--- src/rtl/inv_sub_bytes_iter.sv ---
// Iterative AES InvSubBytes engine: substitutes the 16 bytes of a 128-bit
// state through the inverse S-box, BYTES_PER_CYCLE bytes per clock, with
// valid/ready handshakes on both sides.
module inv_sub_bytes_iter #(
    parameter int BYTES_PER_CYCLE = 4
) (
    input  logic         clk,
    input  logic         rst,
    input  logic [127:0] in_state,
    input  logic         in_valid,
    output logic         in_ready,
    output logic [127:0] out_state,
    output logic         out_valid,
    input  logic         out_ready,
    output logic         busy
);

    localparam int N  = 16 / BYTES_PER_CYCLE;
    localparam int CW = (N > 1) ? $clog2(N) : 1;

    // Only divisors of 16 that are powers of two give a whole number of passes.
    if (!(BYTES_PER_CYCLE == 1 || BYTES_PER_CYCLE == 2 || BYTES_PER_CYCLE == 4 ||
          BYTES_PER_CYCLE == 8 || BYTES_PER_CYCLE == 16)) begin : g_bad_bytes_per_cycle
        $error("inv_sub_bytes_iter: BYTES_PER_CYCLE must be 1, 2, 4, 8 or 16");
    end

    typedef enum logic [1:0] {S_IDLE, S_BUSY, S_DONE} state_e;

    state_e          state_q, state_d;
    logic [CW-1:0]   cnt_q, cnt_d;
    logic [7:0]      work_q [16];
    logic [7:0]      work_d [16];
    logic [7:0]      in_bytes [16];
    logic [127:0]    work_flat;
    logic [3:0]      lane_idx [BYTES_PER_CYCLE];
    logic [7:0]      lane_out [BYTES_PER_CYCLE];

    // GF(2^8) multiply modulo the AES polynomial x^8+x^4+x^3+x+1.
    function automatic logic [7:0] gf_mul(input logic [7:0] a, input logic [7:0] b);
        logic [7:0] p;
        logic [7:0] aa;
        p  = 8'h00;
        aa = a;
        for (int i = 0; i < 8; i++) begin
            if (b[i]) p = p ^ aa;
            aa = {aa[6:0], 1'b0} ^ (aa[7] ? 8'h1b : 8'h00);
        end
        return p;
    endfunction

    // Multiplicative inverse as x^254 (maps 0 to 0, as the S-box requires).
    function automatic logic [7:0] gf_inv(input logic [7:0] x);
        logic [7:0] sq;
        logic [7:0] acc;
        sq  = x;
        acc = 8'h01;
        for (int i = 1; i < 8; i++) begin
            sq  = gf_mul(sq, sq);
            acc = gf_mul(acc, sq);
        end
        return acc;
    endfunction

    // Undo the forward affine transform, then take the field inverse.
    function automatic logic [7:0] inv_sbox(input logic [7:0] y);
        logic [7:0] t;
        t = {y[6:0], y[7]} ^ {y[4:0], y[7:5]} ^ {y[1:0], y[7:2]} ^ 8'h05;
        return gf_inv(t);
    endfunction

    // Byte 0 sits in the most significant byte of the 128-bit bus.
    for (genvar gi = 0; gi < 16; gi++) begin : g_bytes
        assign in_bytes[gi]                 = in_state[127-8*gi -: 8];
        assign work_flat[127-8*gi -: 8]     = work_q[gi];
    end

    // One lookup lane per byte handled in a cycle; lane gi covers byte cnt*B+gi.
    for (genvar gi = 0; gi < BYTES_PER_CYCLE; gi++) begin : g_lanes
        assign lane_idx[gi] = 4'(int'(cnt_q) * BYTES_PER_CYCLE + gi);
        assign lane_out[gi] = inv_sbox(work_q[lane_idx[gi]]);
    end

    // Next-state logic: load on accept, substitute one slice per BUSY cycle.
    always_comb begin
        state_d = state_q;
        cnt_d   = cnt_q;
        work_d  = work_q;
        case (state_q)
            S_IDLE: begin
                if (in_valid) begin
                    work_d  = in_bytes;
                    cnt_d   = '0;
                    state_d = S_BUSY;
                end
            end
            S_BUSY: begin
                for (int l = 0; l < BYTES_PER_CYCLE; l++) begin
                    work_d[lane_idx[l]] = lane_out[l];
                end
                if (cnt_q == CW'(N - 1)) begin
                    cnt_d   = '0;
                    state_d = S_DONE;
                end else begin
                    cnt_d = cnt_q + CW'(1);
                end
            end
            S_DONE: begin
                if (out_ready) begin
                    if (in_valid) begin
                        work_d  = in_bytes;
                        cnt_d   = '0;
                        state_d = S_BUSY;
                    end else begin
                        state_d = S_IDLE;
                    end
                end
            end
            default: state_d = S_IDLE;
        endcase
    end

    // State, counter and work register; reset aborts any operation in flight.
    always_ff @(posedge clk or posedge rst) begin
        if (rst) begin
            state_q <= S_IDLE;
            cnt_q   <= '0;
            for (int i = 0; i < 16; i++) work_q[i] <= 8'h00;
        end else begin
            state_q <= state_d;
            cnt_q   <= cnt_d;
            work_q  <= work_d;
        end
    end

    // Handshake outputs decode the state; out_state reads zero unless DONE.
    assign in_ready  = !rst && ((state_q == S_IDLE) || ((state_q == S_DONE) && out_ready));
    assign out_valid = (state_q == S_DONE);
    assign busy      = (state_q == S_BUSY);
    assign out_state = (state_q == S_DONE) ? work_flat : 128'h0;

endmodule

--- config.mk ---
export PLATFORM = sky130hd
export DESIGN_NAME = inv_sub_bytes_iter
export DESIGN_NICKNAME = d
export VERILOG_FILES = /design/src/rtl/inv_sub_bytes_iter.sv
export SDC_FILE = /design/constraint.sdc
export NUM_CORES = 2
export LEC_CHECK = 0
export BUFFER_PORTS_ARGS = -buffer_cell sky130_fd_sc_hd__buf_2
export CORE_MARGIN = 2
export CORE_UTILIZATION = 40
export CTS_CLUSTER_SIZE = 12
export DETAILED_ROUTE_END_ITERATION = 10
export HOLD_SLACK_MARGIN = 0.1
export PLACE_DENSITY = 0.59
export REMOVE_ABC_BUFFERS = 1
export SLEW_MARGIN = 0
export SYNTH_ARGS = -nofsm -noshare
export SYNTH_HDL_FRONTEND = slang
export SYNTH_SLANG_ARGS = --single-unit
--- constraint.sdc ---
create_clock -name clk -period 17.6 [get_ports clk]
set_input_delay 3.52 -clock clk [delete_from_list [all_inputs] [get_ports clk]]
set_output_delay 3.52 -clock clk [all_outputs]
set_load 0.01 [all_outputs]
==> metrics.yaml <==
run_status:
  run_status: "completed"
logic_synthesis:
  synth_compound_area_frac: 0.193
  synth.area.mux_share: 0.0566
  avg_synthesized_cell_area_um2: 7.36
  synth_top_family_by_area: "XOR/XNOR gates"
  xor_xnor_share_of_the_synthesized_area: 0.442
  post_synth_num_cell_types: 129
  syn_area_mm2: 0.0650
  postSynth.asyncResetShare: 1.00
  postSynthRegisterBits: 132
  synth_flop_cell: "dfrtp_1"
  synth_enable_flop_cells: 0
  syn_inst: 8834
  yosys_warnings: 0
  synthAdderAreaFrac: 0.00723
  synth_sequential_area_ratio: 0.0508
  synth_simple_gate_area_share: 0.199
floorplanning:
  io-pin-count: 263
  initial_util: 0.404
  std_cell_rows: 147
  die-width_um: 407
  core_area_mm2: 0.161
  floorplan.die_area_mm2: 0.166
  die_y_um: 407
routing:
  drcViolationCount: 0
  detail_route.vias_per_cell: 5.76
  wl_mm: 224
  first_pass_iters: 8
  drtIter0Drc: 6325
  avgRoutedWirePerCell_um: 20.0
  ant_nets: 0
  route.vias.total: 64700
timing:
  worst_slack_ps: 801
  max_freq_mhz: 59.5
  final_hold_viol_count: 0
  slew_headroom: 0.158
  setup_violations: 0
  period_minus_slack_ps: 16800
  clock-skew-final_ps: 37.9
  timing.final.crit_share: 0.954
  worst-slew-pin-transition_ps: 1260
  timing.final.max_slew_violations: 0
global_routing:
  antenna_found_initial: 14
  grt_first_pass_wirelength_mm: 349
  globalRoute.totalOverflow: 0
  grt_pass1_vias: 59800
  grt_use_total: 0.256
  grt_start_max_net_pins: 105
placement:
  hpwl_mm: 165
  portBuffers: 262
  place_ws_ps: -362
  place.gp.congestion: 0.920
setup_path:
  cp_slowest_stage_delay_ps: 840
  worst_setup_path_start_kind: "flip-flop"
  crit_path_top_delay_cell: "xnor2_1"
  cp_data_arrival_time_ps: 17130
  crit_type: "reg2reg"
  critical_path.endpoint_type: "flip-flop"
  crit_required_ps: 17940
  timing.critical_path.fanout_max: 20
  cp_dominant_cell_by_count: "xnor2_1"
cells_and_area:
  final_nets: 9217
  fillers: 16100
  layout_common_cells: "xnor2_1, nor2_1, nand2_1"
  mostFrequentLayoutCell: "xnor2_1"
  syn2layout_area_growth_pct: 11.9
  fraction_of_final_layout_cells_with_drive_strength_greater_than_1: 0.157
clock_network:
  cts_buffers: 17
  clock_pin_transition_on_the_worst_setup_and_hold_timing_paths_ps: 100
  cts_tree: "yes"
  cts.path.max_buffers: 2
  cts_max_level: 4
  cts.root.buffer_cell: "clkbuf_16"
  clkSinkCount: 132
  worstSkewPairLatency_ps: 530
  cts.hold.buffers_added: 0
worst_hold_path:
  hold_path_class: "reg2reg"
job:
  max_cap_violations: 0
-- critical path: cells and delay by family, from the launching register on --
family,cells,cell delay [ps]
adders and majority gates,1,420
xor gates and xnor gates,32,9930
AOI/OAI and AO/OA,11,2240
DFF,1,430
buffers and inverters,6,1290
muxes,2,1090
and+or+nand+nor,6,1080
-- final timing paths --
path | start | endpoint | slack, ps | cells past startpoint
worst min-delay path | work_flat[114] | work_flat[114] | 540 | 2
min in group asynchronous | rst | work_flat[94] | 3150 | 2
worst max-delay path | cnt_q[0] | work_flat[39] | 800 | 58
max in group asynchronous | rst | work_flat[2] | 13070 | 3
worst min register to register | work_flat[114] | work_flat[114] | 540 | 2
worst max register to register | cnt_q[0] | work_flat[39] | 800 | 58
-- stage by stage --
stage / std cells / utilization / instance area (µm²) / TNS [ps] / hold WS (ps)
3_3_place_gp: 11100 / 0.436 / 70100 / -1080 / 511
6_report: 11200 / 0.452 / 72800 / 0 / 537
5_1_grt: 11200 / 0.452 / 72800 / -321 / 554
3_5_place_dp: 11100 / 0.436 / 70100 / -5420 / 517
2_1_floorplan: 8206 / - / 62200 / -327850 / 468
4_1_cts: 11100 / 0.441 / 71000 / 0 / 532
-- logic make-up after synthesis --
group	after synthesis
and+or+nand+nor	2912
buffers and inverters	775
adders and majority gates	39
DFF	132
muxes	311
AOI/OAI and AO/OA	1913
xor gates and xnor gates	2752
-- repair_timing --
item / in CTS / in global routing
hold endpoints to repair: 0 / 0
endpoints found under the setup margin: 67 / 128
buffers inserted: 5 / 109
resized for setup: 15 / 114
pin swaps: 4 / 24
cloned: 1 / 2
-- synthesized netlist by cell type, types with 33 or more instances --
master	number	area share
xnor2_1	1866	0.25
nor2_1	1214	0.070
nand2_1	750	0.043
xor2_1	492	0.066
a21oi_1	442	0.034
o21ai_0	415	0.032
clkbuf_1	363	0.021
mux2i_1	221	0.034
nand3_1	209	0.016
nor3_1	194	0.015
and2_1	180	0.017
buf_2	157	0.012
xnor3_1	148	0.051
a22oi_1	146	0.017
dfrtp_1	132	0.051
xnor2_2	131	0.033
o22ai_1	127	0.012
inv_1	112	0.0065
o21ai_1	88	0.0068
a31oi_1	81	0.0078
nor2b_1	71	0.0068
nand2b_1	69	0.0066
o211ai_1	60	0.0069
a211oi_1	59	0.0068
buf_1	52	0.0030
and3_1	50	0.0048
mux2_2	46	0.0080
buf_4	44	0.0051
mux4_2	39	0.014
or3_1	39	0.0038
xor2_2	37	0.0093
a21o_1	36	0.0042
a221oi_1	34	0.0046
o21a_1	34	0.0039
xnor2_4	34	0.014
a222oi_1	33	0.0051
o221ai_1	33	0.0044
-- routing by layer --
metal  vias to the layer above  GRT usage  wire [µm]
met5                         -          0          0
li1                      30800          -          -
met1                     31100      0.366     101000
met3                       250     0.0330      17000
met2                      2522      0.401     100000
met4                         0     0.0685       5580
-- state kept, by name, summed over array words and instances, names as in the netlist --
signal / count
work_flat: 128
cnt_q: 2
state_q: 2
-- area by class of cell --
class                      count  area [µm²]  share of cell area
timing repair buffer         825        5600              0.0770
clock inverter                14         203             0.00279
sequential                   132        3310              0.0455
tap                         2160        2700              0.0371
multi-input combinational   7930       60000               0.824
inverter                     147         559             0.00768
antenna                        3        7.51            0.000103
clock buffer                  18         429             0.00590
Power is not shown: default switching activity piles up to over one toggle a cycle in this logic, so the estimate is an artifact.
